### config.mk
export PLATFORM = sky130hd
export DESIGN_NAME = spi_adc_reader
export DESIGN_NICKNAME = d
export VERILOG_FILES = /design/src/rtl/spi_adc_pkg.sv /design/src/rtl/spi_clk_gen.sv /design/src/rtl/spi_adc_reader.sv
export SDC_FILE = /design/constraint.sdc
export NUM_CORES = 1
export LEC_CHECK = 0
export CAP_MARGIN = 20
export CORE_ASPECT_RATIO = 0.9
export CORE_UTILIZATION = 40
export DETAILED_ROUTE_END_ITERATION = 10
export PLACE_DENSITY = 0.69
export SETUP_SLACK_MARGIN = 0.15
export SYNTH_ARGS = -nofsm -noshare
export SYNTH_HDL_FRONTEND = slang
export SYNTH_SLANG_ARGS = --single-unit
### constraint.sdc
create_clock -name clk -period 2.9 [get_ports clk]
set_clock_uncertainty 0.05 [all_clocks]
set_input_delay 0.29 -clock clk [delete_from_list [all_inputs] [get_ports clk]]
set_output_delay 0.29 -clock clk [all_outputs]
set_load 0.05 [all_outputs]
### src/rtl/spi_adc_pkg.sv
// Shared definitions for the SPI ADC reader: FSM state encoding and
// parameter defaults used by spi_adc_reader and its sub-modules.
package spi_adc_pkg;

  localparam int CHANNELS_DEF   = 1;
  localparam int FRAME_BITS_DEF = 16;
  localparam int DATA_FIRST_DEF = 3;
  localparam int DATA_WIDTH_DEF = 8;
  localparam int CLK_DIV_DEF    = 32;
  localparam int GAP_HALF_DEF   = 4;

  typedef enum logic [2:0] {
    ST_IDLE  = 3'd0,
    ST_SETUP = 3'd1,
    ST_SHIFT = 3'd2,
    ST_HOLD  = 3'd3,
    ST_GAP   = 3'd4
  } spi_state_e;

endpackage

### src/rtl/spi_clk_gen.sv
// SPI serial clock generator. A half-period counter runs at clk rate while
// 'run' is high; 'tick' marks the last cycle of each half-period. When
// 'toggle_en' is set the tick flips sck, and rise/fall announce which way
// sck changes at the end of the current cycle. sck is a plain register.
module spi_clk_gen #(
  parameter int CLK_DIV = 2
) (
  input  logic clk,
  input  logic reset,
  input  logic run,
  input  logic toggle_en,
  output logic sck,
  output logic tick,
  output logic rise,
  output logic fall
);

  localparam int CW = (CLK_DIV > 1) ? $clog2(CLK_DIV) : 1;

  logic [CW-1:0] cnt;

  assign tick = run && (cnt == CW'(CLK_DIV - 1));
  assign rise = tick && toggle_en && !sck;
  assign fall = tick && toggle_en && sck;

  // Half-period counter and sck register; both park at zero when idle.
  always_ff @(posedge clk) begin
    if (reset || !run) begin
      cnt <= '0;
      sck <= 1'b0;
    end else begin
      cnt <= tick ? '0 : cnt + 1'b1;
      if (rise)      sck <= 1'b1;
      else if (fall) sck <= 1'b0;
    end
  end

endmodule

### src/rtl/spi_adc_reader.sv
// SPI ADC reader: drives cs_n/sck to one or more ADCs sharing the bus,
// captures a window of each frame from every sdo line and hands the words
// to a valid/ready consumer.
// Build option: define SPI_ADC_OVERRUN_EN to drop a frame that completes
// while the previous one is still unconsumed and raise a sticky overrun.
// Without it the new frame overwrites the held one and overrun is 0.
// Frame timeline (D = CLK_DIV): SETUP D cycles, FRAME_BITS sck periods,
// and the final sck low half-period is the HOLD window before cs_n rises.
module spi_adc_reader
  import spi_adc_pkg::*;
#(
  parameter int CHANNELS   = CHANNELS_DEF,
  parameter int FRAME_BITS = FRAME_BITS_DEF,
  parameter int DATA_FIRST = DATA_FIRST_DEF,
  parameter int DATA_WIDTH = DATA_WIDTH_DEF,
  parameter int CLK_DIV    = CLK_DIV_DEF,
  parameter int GAP_HALF   = GAP_HALF_DEF
) (
  input  logic                           clk,
  input  logic                           reset,
  input  logic                           start,
  input  logic                           continuous,
  input  logic [CHANNELS-1:0]            sdo,
  output logic                           cs_n,
  output logic                           sck,
  output logic [CHANNELS*DATA_WIDTH-1:0] data,
  output logic                           valid,
  input  logic                           ready,
  output logic                           busy,
  output logic                           overrun
);

  localparam int BW = $clog2(FRAME_BITS + 1);
  localparam int GW = (GAP_HALF > 1) ? $clog2(GAP_HALF) : 1;

`ifdef SPI_ADC_OVERRUN_EN
  localparam bit KEEP_OLD = 1'b1;
`else
  localparam bit KEEP_OLD = 1'b0;
`endif

  spi_state_e                          state;
  logic [BW-1:0]                       bit_cnt;
  logic [GW-1:0]                       gap_cnt;
  logic [CHANNELS-1:0][DATA_WIDTH-1:0] shreg;
  logic [CHANNELS-1:0][DATA_WIDTH-1:0] data_q;
  logic tick, rise, fall;
  logic run, toggle_en, in_window, frame_done, blocked;

  assign run        = (state != ST_IDLE);
  assign toggle_en  = (state == ST_SETUP) || (state == ST_SHIFT);
  assign in_window  = (bit_cnt >= BW'(DATA_FIRST)) &&
                      (bit_cnt <  BW'(DATA_FIRST + DATA_WIDTH));
  assign frame_done = (state == ST_HOLD) && tick;
  assign blocked    = valid && !ready;
  assign busy       = run;
  assign data       = data_q;

  spi_clk_gen #(.CLK_DIV(CLK_DIV)) u_clk_gen (
    .clk      (clk),
    .reset    (reset),
    .run      (run),
    .toggle_en(toggle_en),
    .sck      (sck),
    .tick     (tick),
    .rise     (rise),
    .fall     (fall)
  );

  // Frame sequencing, chip select and per-channel bit capture on sck rise.
  always_ff @(posedge clk) begin
    if (reset) begin
      state   <= ST_IDLE;
      cs_n    <= 1'b1;
      bit_cnt <= '0;
      gap_cnt <= '0;
      shreg   <= '0;
    end else begin
      if (rise) begin
        bit_cnt <= bit_cnt + 1'b1;
        if (in_window)
          for (int k = 0; k < CHANNELS; k++)
            shreg[k] <= (shreg[k] << 1) | DATA_WIDTH'(sdo[k]);
      end
      case (state)
        ST_IDLE: begin
          // GAP always returns here, so continuous mode re-launches from
          // IDLE one cycle later, giving the extra cycle of cs_n high.
          if (start || continuous) begin
            state   <= ST_SETUP;
            cs_n    <= 1'b0;
            bit_cnt <= '0;
          end
        end
        ST_SETUP: if (tick) state <= ST_SHIFT;
        ST_SHIFT: if (fall && bit_cnt == BW'(FRAME_BITS)) state <= ST_HOLD;
        ST_HOLD: begin
          if (tick) begin
            state   <= ST_GAP;
            cs_n    <= 1'b1;
            gap_cnt <= '0;
          end
        end
        ST_GAP: begin
          if (tick) begin
            if (gap_cnt == GW'(GAP_HALF - 1)) state <= ST_IDLE;
            else                               gap_cnt <= gap_cnt + 1'b1;
          end
        end
        default: state <= ST_IDLE;
      endcase
    end
  end

  // Output word and valid handshake; a completing frame wins over a
  // simultaneous consume, so valid stays up with the fresh data.
  always_ff @(posedge clk) begin
    if (reset) begin
      data_q <= '0;
      valid  <= 1'b0;
    end else if (frame_done) begin
      if (!(blocked && KEEP_OLD)) begin
        data_q <= shreg;
        valid  <= 1'b1;
      end
    end else if (valid && ready) begin
      valid <= 1'b0;
    end
  end

`ifdef SPI_ADC_OVERRUN_EN
  // Sticky overrun: a frame finished while the consumer was stalled.
  always_ff @(posedge clk) begin
    if (reset)                     overrun <= 1'b0;
    else if (frame_done && blocked) overrun <= 1'b1;
  end
`else
  assign overrun = 1'b0;
`endif

endmodule

After elaboration in Yosys (flattened, before gate mapping) --
Cells that the tools add are included.
Word-level totals: output and inout port bits 13, register bits 34, bits of input ports 6, logic and storage cells 74
Operators by class: muxes and demuxes 21, bitwise logic cells 1, equal/unequal tests 14, order comparisons 2, reductions and logical operators 24, add/sub/neg operators 3
Operators by type and width (count):
- 2-to-1 mux 3 bit | 6
- 2-to-1 mux 5 bit | 3
- case mux 3 bit (5 select lines) | 1
- != test 2 bit (second input constant) | 6
- adder 5 x 1 -> 5 bit (second input constant) | 2
- equality test 5 bit (second input constant) | 2
- logical AND 1 bit | 8
- bitwise OR 8 x 1 -> 8 bit | 1
- nonzero test 2 bit | 4
- equality test 3 x 2 -> 1 bit (second input constant) | 2
- 2-to-1 mux 1 bit | 6
- 2-to-1 mux 2 bit | 3
- AND reduction 6 bit | 1
- >= comparator 5 x 2 -> 1 bit (second input constant) | 1
- less-than comparator 5 x 4 -> 1 bit (second input constant) | 1
- case mux 2 bit (2 select lines) | 1
- AND reduction 4 bit | 1
- equality test 3 x 1 -> 1 bit (second input constant) | 1
- equality test 3 bit (second input constant) | 1
- zero test 3 bit | 1
- logical OR 1 bit | 3
- AND reduction 3 bit | 1
- nonzero test 3 bit | 1
- adder 2 x 1 -> 2 bit (second input constant) | 1
- other kinds (6) | 7

Depth between registers and ports, before layout --
Gate-level depths: netlist of the first run.
depth in word-level cells 7, gate-level depth with buffers 9, depth with buffers taken out 7

By module --
A second synthesis of the first run with hierarchy kept.
Unflattened totals: cell total of the unflattened synthesis 163, area, all modules 1525.2 um^2
By module, submodules not included:
- spi_adc_reader | instances 1, area each 1241.2 um^2, sequential area each 560.5 um^2, cells each 135
- spi_clk_gen | instances 1, area each 284.0 um^2, sequential area each 120.1 um^2, cells each 28

Least setup slack after synthesis of the first run --
OpenSTA, ideal clock, no wires.
kind reg2reg, start reg u_clk_gen.cnt[0], end reg shreg[0] (netlist bit), setup time 0.072 ns, data required time 2.778 ns, period minus slack after synthesis 2.003 ns, cell stages (with the launch flop) 10, path buffers 2, slack 0.897 ns, arrival 1.881 ns, cells stage by stage dfxtp_1 > ha_1 > and3_1 > ha_1 > buf_6 > nor3b_4 > nand2_2 > nor4b_2 > buf_6 > mux2i_1
On the way: longest elaborated chain between the ends 5
RTL lines:
- start: declaration | line spi_clk_gen.sv:20 | logic [CW-1:0] cnt;
- start signal: assignment | line spi_clk_gen.sv:32 | cnt <= tick ? '0 : cnt + 1'b1;
- equality test 5 bit | line spi_clk_gen.sv:22 | assign tick = run && (cnt == CW'(CLK_DIV - 1));
- logical AND 1 bit | line spi_clk_gen.sv:22
- logical AND 1 bit (2 in series) | line spi_clk_gen.sv:23 | assign rise = tick && toggle_en && !sck;
- AND reduction 2 bit (no line)
- end signal: indexed assignment | line spi_adc_reader.sv:83 | shreg[k] <= (shreg[k] << 1) | DATA_WIDTH'(sdo[k]);
- end: declaration | line spi_adc_reader.sv:45 | logic [CHANNELS-1:0][DATA_WIDTH-1:0] shreg;
Every way passes these cells. A chain may end at the register's enable or synchronous reset.

Worst setup path after layout of the first run --
start reg u_clk_gen.cnt[0], end reg shreg[1] (netlist bit)
Same word-level chain as after synthesis.

==> impl_metrics.json, run 1 <==
{
  "avgRoutedWirePerCell_um": 12.1,
  "maxSlewViolCount": 0,
  "place_area_um2": 1720,
  "vias_per_cell": 4.99,
  "core.rowCount": 21,
  "powerDensity_nw_per_um2": 502,
  "cts_tree": "done",
  "synth_warnings": 0,
  "clock.fmax_ghz": 0.433,
  "setup_viol": 0,
  "place_ws_ns": 0.574,
  "gr-usage-met3_pct": 4.70,
  "antenna_found_initial": 0,
  "grtUsageMet1_pct": 20.4,
  "dp_hpwl_mm": 2.06,
  "synth-edff-count": 0,
  "post-synth-top-count-cell": "dfxtp_1",
  "syn_area_per_cell_um2": 8.95,
  "ys_ff_latch": 34,
  "start_util_pct": 41.6,
  "coreArea_um2": 3700,
  "grt_pass1_wl_mm": 4.70,
  "final_antenna_net_count": 0,
  "drtIter0Drc": 41,
  "dieArea_um2": 4100,
  "holdBufCountCts": 0,
  "finalSetupTns_ns": 0,
  "r2r_slack_ns": 0.59,
  "irDropWorstVdd_mv": 0.304,
  "leakage_uw": 0.000645,
  "maxSlewHeadroom_pct": 62.7,
  "hold_viol": 0,
  "ys_seq_area_share_pct": 44.2,
  "outcome": "finished clean",
  "diodes": 0,
  "grt_max_degree": 20,
  "worstPathArrival_ns": 2.47,
  "synthArstFlopShare_pct": 0,
  "hold_depth": 2,
  "root_buffer": "clkbuf_8",
  "post_cts_resized": 0,
  "grt_setup_unrepaired": "false",
  "grt_overflow_total": 0,
  "cts_max_path_buffers": 2,
  "clock-sinks": 34,
  "worst_r2r_path_depth": 8,
  "period_share_pct": 79.7,
  "die_x_um": 67.4,
  "vias": 1173,
  "cts_buffers": 5,
  "tightest_slew_ns": 0.558,
  "min_period_ns": 2.31,
  "worstPathRequired_ns": 3.06,
  "fin_nets": 199,
  "critPathLaunchType": "flip-flop",
  "netlist.area_leader.share_pct": 44.2,
  "place.gp.congestion": 0.871,
  "cts_setup_buffers": 0,
  "grt_pass1_vias": 1040,
  "synthCells": 172,
  "crit_type": "reg -> reg",
  "drc": 0,
  "drive_above_1_share_pct": 8.99,
  "synth_cell_types": 40,
  "fin_ws_ns": 0.589,
  "design_area_um2": 1810,
  "yosysTopAreaCell": "dfxtp_1",
  "dr.pass1.iters": 4,
  "synth_area_leaders": "dfxtp_1 (44%), mux2i_1 (5.8%), nand2_1 (5.8%), nand2b_1 (4.5%), a21oi_1 (4.2%)",
  "synth_nets": 183,
  "busiest_layer": "met2",
  "cp_max_fo": 10,
  "worst_hold_path_type": "reg -> reg",
  "track_usage_pct": 16.0,
  "io_buffers": 17,
  "netlist_area_um2": 1540,
  "clk_latency_ns": 0.29,
  "yosys_most_used_dff": "dfxtp_1",
  "htreeDepth": 2,
  "synth_common_cells": "dfxtp_1 (34), nand2_1 (24), nor2_1 (14)",
  "syn2layout_area_growth_pct": 17.8,
  "maxCapViolCount": 0,
  "crit_path_end_kind": "flip-flop",
  "die_height_um": 60.9,
  "routed_wl_mm": 2.84,
  "ioPinCount": 19,
  "gr-usage-met2_pct": 23.7,
  "clk_pin_slew_ns": 0.07
}
cells by family after synthesis:
group | count (synthesis) | share of synthesized area [%]
compound gates | 23 | 8.37
xor+xnor | 8 | 5.04
fa+ha+maj | 6 | 4.71
buf+inv | 14 | 4.87
flops | 34 | 44.2
mux | 9 | 5.85
other cells | 1 | 0.243
simple gates | 77 | 26.7
per-stage QoR:
stage                     std cells  total power, uW  util [%]  hold WS (ns)
after detailed placement        227              563      46.5         0.391
after floorplan                 172              541         -         0.368
final                           235              910      49.0         0.395
after CTS                       235              922      49.0         0.400
after global routing            235              950      49.0         0.412
after global placement          227              561      46.5         0.375
report_power, final:
part	internal [uW]	total, uW	switching (uW)	leakage (uW)
combinational	28.1	69.4	41.3	0.000322
sequential	473	483	9.80	0.000275
clock	191	358	167	0.0000482
final timing paths:
kind,start,end
min reg2reg,shreg[2]$_SDFFE_PP0P_,data[2]$_SDFFE_PP0P_
max,u_clk_gen.cnt[0]$_SDFF_PP0_,shreg[1]$_SDFFE_PP0P_
max reg2reg,u_clk_gen.cnt[0]$_SDFF_PP0_,shreg[1]$_SDFFE_PP0P_
min,shreg[2]$_SDFFE_PP0P_,data[2]$_SDFFE_PP0P_
state kept, by name, summed over array words and instances, names as in the netlist:
| signal | count |
|---|---|
| gap_cnt | 2 |
| valid | 1 |
| shreg | 8 |
| cs_n | 1 |
| state | 3 |
| u_clk_gen.cnt | 5 |
| u_clk_gen.sck | 1 |
| bit_cnt | 5 |
| data | 8 |
cell type report:
cell class / count / area, um^2
Inverter: 4 / 15.0
Sequential cell: 34 / 681
Fill cell: 335 / 1890
Clock buffer: 7 / 86.3
Clock inverter: 1 / 5.00
Timing Repair Buffer: 19 / 185
Multi-Input combinational cell: 124 / 785
Tap cell: 46 / 57.6
cell usage in the layout, fill, tap and decap left out, types with 2 or more instances in the layout:
cell type / synthesis / routed
buf_4: 1 / 2
mux2i_1: 9 / 9
nand4_1: 2 / 2
xor2_1: 4 / 4
nor4_1: 2 / 2
nor2_1: 14 / 14
nand3_1: 3 / 3
clkdlybuf4s50_1: 0 / 17
and2_1: 5 / 5
xnor2_1: 3 / 3
nand2b_1: 11 / 11
inv_1: 4 / 4
a21oi_1: 13 / 13
nor3_1: 4 / 4
ha_1: 5 / 5
or2_2: 2 / 2
clkbuf_8: 0 / 6
dfxtp_1: 34 / 34
nand2_1: 24 / 24
o21ai_0: 4 / 4
critical path: stages, from the launching register on:
cell	delay, ns
dfxtp_1	0.35
ha_1	0.19
and3_1	0.17
ha_1	0.32
nor3b_4	0.34
nand2_2	0.13
nor4b_2	0.26
buf_4	0.23
mux2i_1	0.21
metal layers:
layer / share of wire [%] / routed length (um)
met3: 4.3 / 121
met1: 48 / 1350
met2: 46 / 1310
met4: 1.7 / 48
met5: 0 / 0
Power figures use the tool's default switching activity.
==> inputs of run 2 (changes only) <==
PLACE_DENSITY = 0.71   (was 0.69)
clock period = 2.1 ns   (was 2.9 ns; I/O delays follow)
==> run 2 against run 1 <==
Compared with the run above: utilization rose by 4.2 points; global-route usage is essentially flat; final cell count rose by 3.0%; sequential cell count is the same; die area unchanged; non-clock buffer count increased by 7; maximum frequency increased by 21%; sequential power increased by 37%; wire length grew 0.74%; critical path type unchanged; largest power group is now clock.
==> impl_metrics.json, run 2 (same netlist as run 1, synthesis figures left out) <==
{
  "outcome": "finished clean",
  "worstPathArrival_ns": 2.09,
  "core.rowCount": 21,
  "clk_latency_ns": 0.29,
  "path_buf_inv": 1,
  "die_height_um": 60.9,
  "grt_pass1_wl_mm": 4.72,
  "grt_pass1_vias": 1074,
  "drtIter0Drc": 62,
  "cts_max_path_buffers": 2,
  "maxSlewViolCount": 0,
  "routed_wl_mm": 2.86,
  "cp_cell_sequence": "ha_4 -> and3_4 -> ha_4 -> nor3b_4 -> nand2_2 -> nor4b_2 -> buf_4 -> mux2i_1",
  "antenna_found_initial": 0,
  "regArea_um2": 683,
  "busiest_layer": "met2",
  "avgRoutedWirePerCell_um": 11.8,
  "drc": 0,
  "drive_above_1_share_pct": 16.3,
  "slowest_delay_ns": 0.36,
  "place.gp.congestion": 0.784,
  "fin_nets": 206,
  "hold_viol": 0,
  "final_util_pct": 53.2,
  "gr-usage-met2_pct": 23.0,
  "maxCapViolCount": 0,
  "grtUsageMet1_pct": 20.4,
  "grt_setup_unrepaired": "true",
  "cts_tree": "done",
  "maxSlewHeadroom_pct": 66.5,
  "io_buffers": 17,
  "period_share_pct": 91.0,
  "slowest_stage": "dfxtp_2",
  "clock-sinks": 34,
  "vias_per_cell": 4.90,
  "mostFrequentLayoutCells": "dfxtp_1 (32), nand2_1 (24), clkdlybuf4s50_1 (16)",
  "holdBufCountCts": 0,
  "critPathLaunchType": "flip-flop",
  "die_x_um": 67.4,
  "place_area_um2": 1790,
  "gr-usage-met3_pct": 5.26,
  "diodes": 0,
  "irDropWorstVdd_mv": 0.483,
  "multi_input_area_um2": 830,
  "grt_max_degree": 23,
  "n_fill_cell": 331,
  "cts_buffers": 5,
  "dp_hpwl_mm": 1.93,
  "cp_max_fo": 8,
  "grt_overflow_total": 0,
  "finalSetupTns_ns": 0,
  "design_area_um2": 1970,
  "tightest_slew_ns": 0.501,
  "critPathTopFamily": "simple AND/OR/NAND/NOR gates",
  "worstPathRequired_ns": 2.28,
  "crit_type": "reg -> reg",
  "track_usage_pct": 16.1,
  "start_util_pct": 41.6,
  "root_buffer": "clkbuf_8",
  "clock.fmax_ghz": 0.524,
  "cpMostUsedCell": "ha_4",
  "syn2layout_area_growth_pct": 27.9,
  "clk_pin_slew_ns": 0.08,
  "powerDensity_nw_per_um2": 762,
  "vias": 1186,
  "min_period_ns": 1.91,
  "worst_hold_path_type": "reg -> reg",
  "dieArea_um2": 4100,
  "leakage_uw": 0.000701,
  "final_common_cell": "dfxtp_1",
  "setup_viol": 0,
  "final_antenna_net_count": 0,
  "crit_path_end_kind": "flip-flop",
  "coreArea_um2": 3700,
  "dr.pass1.iters": 4,
  "ioPinCount": 19,
  "htreeDepth": 2
}
run 2: cell count changes in the layout (fill, tap and decap cells not counted), moves of 2 or more:
cell,previous run,this run
dfxtp_1,34,32
ha_1,5,3
bufinv_16,0,2
buf_4,2,9
ha_4,0,2
dfxtp_2,0,2
run 2: power by group:
group          total [uW]  switching (uW)  internal (uW)
clock                 730             254            476
sequential            661            7.84            653
combinational         111            66.1           44.6
run 2: per-layer routing:
metal	vias to the layer above	wire length, um
met2	17	1260
li1	627	-
met3	4	121
met4	0	35
met5	-	0
met1	538	1440
run 2: what timing repair did:
action,in CTS,in global routing
setup buffers,2,2
setup endpoints to repair,9,9
cloned,0,0
pin swaps,1,0
gates resized for setup,1,1
run 2: worst paths after layout:
check                               from                           to  slack (ns)  cells after the start
max          u_clk_gen.cnt[0]$_SDFF_PP0_        shreg[4]$_SDFFE_PP0P_        0.19                      8
min          u_clk_gen.cnt[0]$_SDFF_PP0_  u_clk_gen.cnt[0]$_SDFF_PP0_        0.39                      1
max reg2reg  u_clk_gen.cnt[0]$_SDFF_PP0_        shreg[4]$_SDFFE_PP0P_        0.19                      8
min reg2reg  u_clk_gen.cnt[0]$_SDFF_PP0_  u_clk_gen.cnt[0]$_SDFF_PP0_        0.39                      1
run 2: layout make-up:
cell class              instances  area share, %
clock buffers                   5           3.49
inverters                       4          0.762
repair buffers                 26           12.6
well taps                      46           2.92
multi-input cells             124           42.1
clock inverters                 3           3.49
flip-flops and latches         34           34.7
run 2: stage by stage:
| stage | setup WS [ns] | total power [uW] | hold WS (ns) | cells |
|---|---|---|---|---|
| floorplan | 0.116 | 750 | 0.316 | 172 |
| global placement | 0.134 | 787 | 0.376 | 230 |
| detailed placement | 0.104 | 787 | 0.380 | 230 |
| CTS | 0.155 | 1520 | 0.391 | 240 |
| global route | 0.102 | 1550 | 0.405 | 242 |
| finish | 0.190 | 1500 | 0.388 | 242 |
==> inputs of run 3 (changes only) <==
TNS_END_PERCENT = 50   (was not set)
==> run 3 against run 2 <==
Compared with the run above: combinational power about the same; sequential share of layout area increased by 0.15 points; utilization decreased by 0.24 points; maximum frequency about the same; wire length decreased by 0.49%; via count increased by 0.59%; non-clock buffer count unchanged; register-to-register slack about the same.
==> impl_metrics.json, run 3 (same netlist as run 1, synthesis figures left out) <==
{
  "outcome": "finished clean",
  "final_antenna_net_count": 0,
  "maxSlewHeadroom_pct": 66.5,
  "n_fill_cell": 329,
  "vias_per_cell": 4.93,
  "die_x_um": 67.4,
  "root_buffer": "clkbuf_8",
  "clk_latency_ns": 0.29,
  "grt_pass1_vias": 1074,
  "tightest_slew_ns": 0.501,
  "powerDensity_nw_per_um2": 765,
  "cp_max_fo": 8,
  "wl_met2_mm": 1.25,
  "drtIter0Drc": 56,
  "cts_max_path_buffers": 2,
  "antenna_found_initial": 0,
  "grt_max_degree": 23,
  "grt_setup_unrepaired": "true",
  "avgRoutedWirePerCell_um": 11.7,
  "coreArea_um2": 3700,
  "place.gp.congestion": 0.784,
  "hold_viol": 0,
  "start_util_pct": 41.6,
  "top_layer": "met4",
  "irDropWorstVdd_mv": 0.483,
  "crit_path_end_kind": "flip-flop",
  "worstPathRequired_ns": 2.28,
  "worstPathArrival_ns": 2.09,
  "fin_ws_ns": 0.190,
  "grt_overflow_total": 0,
  "cts_buffers": 5,
  "maxCapViolCount": 0,
  "clock.fmax_ghz": 0.524,
  "ioPinCount": 19,
  "htreeDepth": 2,
  "place_ws_ns": 0.104,
  "die_height_um": 60.9,
  "drc": 0,
  "track_usage_pct": 16.1,
  "period_share_pct": 90.9,
  "dp_hpwl_mm": 1.93,
  "maxSlewViolCount": 0,
  "worst_hold_path_type": "reg -> reg",
  "vias": 1193,
  "dieArea_um2": 4100,
  "leakage_uw": 0.000701,
  "core.rowCount": 21,
  "setup_viol": 0,
  "diodes": 0,
  "cts_tree": "done",
  "clk_pin_slew_ns": 0.08,
  "grt_pass1_wl_mm": 4.72,
  "crit_type": "reg -> reg",
  "min_period_ns": 1.91,
  "wl_met1_mm": 1.44,
  "io_buffers": 17,
  "final_common_cell": "dfxtp_1",
  "drive_above_1_share_pct": 16.3,
  "met3_length_um": 121,
  "dr.pass1.iters": 4,
  "mostFrequentLayoutCells": "dfxtp_1 (32), nand2_1 (24), clkdlybuf4s50_1 (16)",
  "clock-sinks": 34,
  "routed_wl_mm": 2.84,
  "finalSetupTns_ns": 0,
  "fin_nets": 206,
  "syn2layout_area_growth_pct": 27.4,
  "critPathLaunchType": "flip-flop"
}
-- run 3: cell count changes in the layout (fill, tap and decap cells not counted) --
cell,before,now
nor4_4,1,0
nor4_2,0,1
-- run 3: worst paths after layout --
kind	startpoint	endpoint	slack, ns	cells after the start
worst max register to register	u_clk_gen.cnt[0]$_SDFF_PP0_	shreg[4]$_SDFFE_PP0P_	0.19	8
worst min register to register	u_clk_gen.cnt[0]$_SDFF_PP0_	u_clk_gen.cnt[0]$_SDFF_PP0_	0.39	1
worst min-delay path	u_clk_gen.cnt[0]$_SDFF_PP0_	u_clk_gen.cnt[0]$_SDFF_PP0_	0.39	1
worst max-delay path	u_clk_gen.cnt[0]$_SDFF_PP0_	shreg[4]$_SDFFE_PP0P_	0.19	8
-- run 3: layout make-up --
type / count / area (um^2) / area share, %
multi-input combinational: 124 / 821 / 41.8
inverter: 4 / 15.0 / 0.765
tap: 46 / 57.6 / 2.93
clock buffer: 5 / 68.8 / 3.51
timing repair buffer: 26 / 248 / 12.6
clock inverter: 3 / 68.8 / 3.51
sequential: 34 / 683 / 34.8
-- run 3: metrics by stage --
stage | utilization [%] | total power, uW | instance area [um^2] | std cells | hold WS, ns
6_report | 53.0 | 1500 | 1960 | 242 | 0.388
3_3_place_gp | 48.3 | 787 | 1790 | 230 | 0.376
5_1_grt | 53.0 | 1550 | 1960 | 242 | 0.405
3_5_place_dp | 48.3 | 787 | 1790 | 230 | 0.380
2_1_floorplan | - | 750 | 1570 | 172 | 0.316
4_1_cts | 52.5 | 1520 | 1950 | 240 | 0.391
-- run 3: per-layer routing --
metal,global-route usage [%],vias to the layer above
met5,0,-
met4,10.9,0
met3,5.26,4
met2,23.0,17
met1,20.4,544
li1,-,628
-- run 3: critical path, stage by stage (launching register included) --
cell and delay (ns):
dfxtp_2 0.36, ha_4 0.13, and3_4 0.19, ha_4 0.14, nor3b_4 0.20, nand2_2 0.10, nor4b_2 0.25, buf_4 0.22
mux2i_1 0.20
-- run 3: repair_timing --
action,in CTS,in global routing
setup buffers,2,2
endpoints found under the setup margin,9,9
resized for setup,1,0
hold buffers,0,0
pin swaps,1,0
-- run 3: report_power, final --
| part | switching (uW) | total [uW] | internal (uW) |
|---|---|---|---|
| Clock | 253 | 728 | 475 |
| Combinational | 66.1 | 111 | 44.6 |
| Sequential | 7.77 | 661 | 653 |
| Total | 326 | 1500 | 1170 |
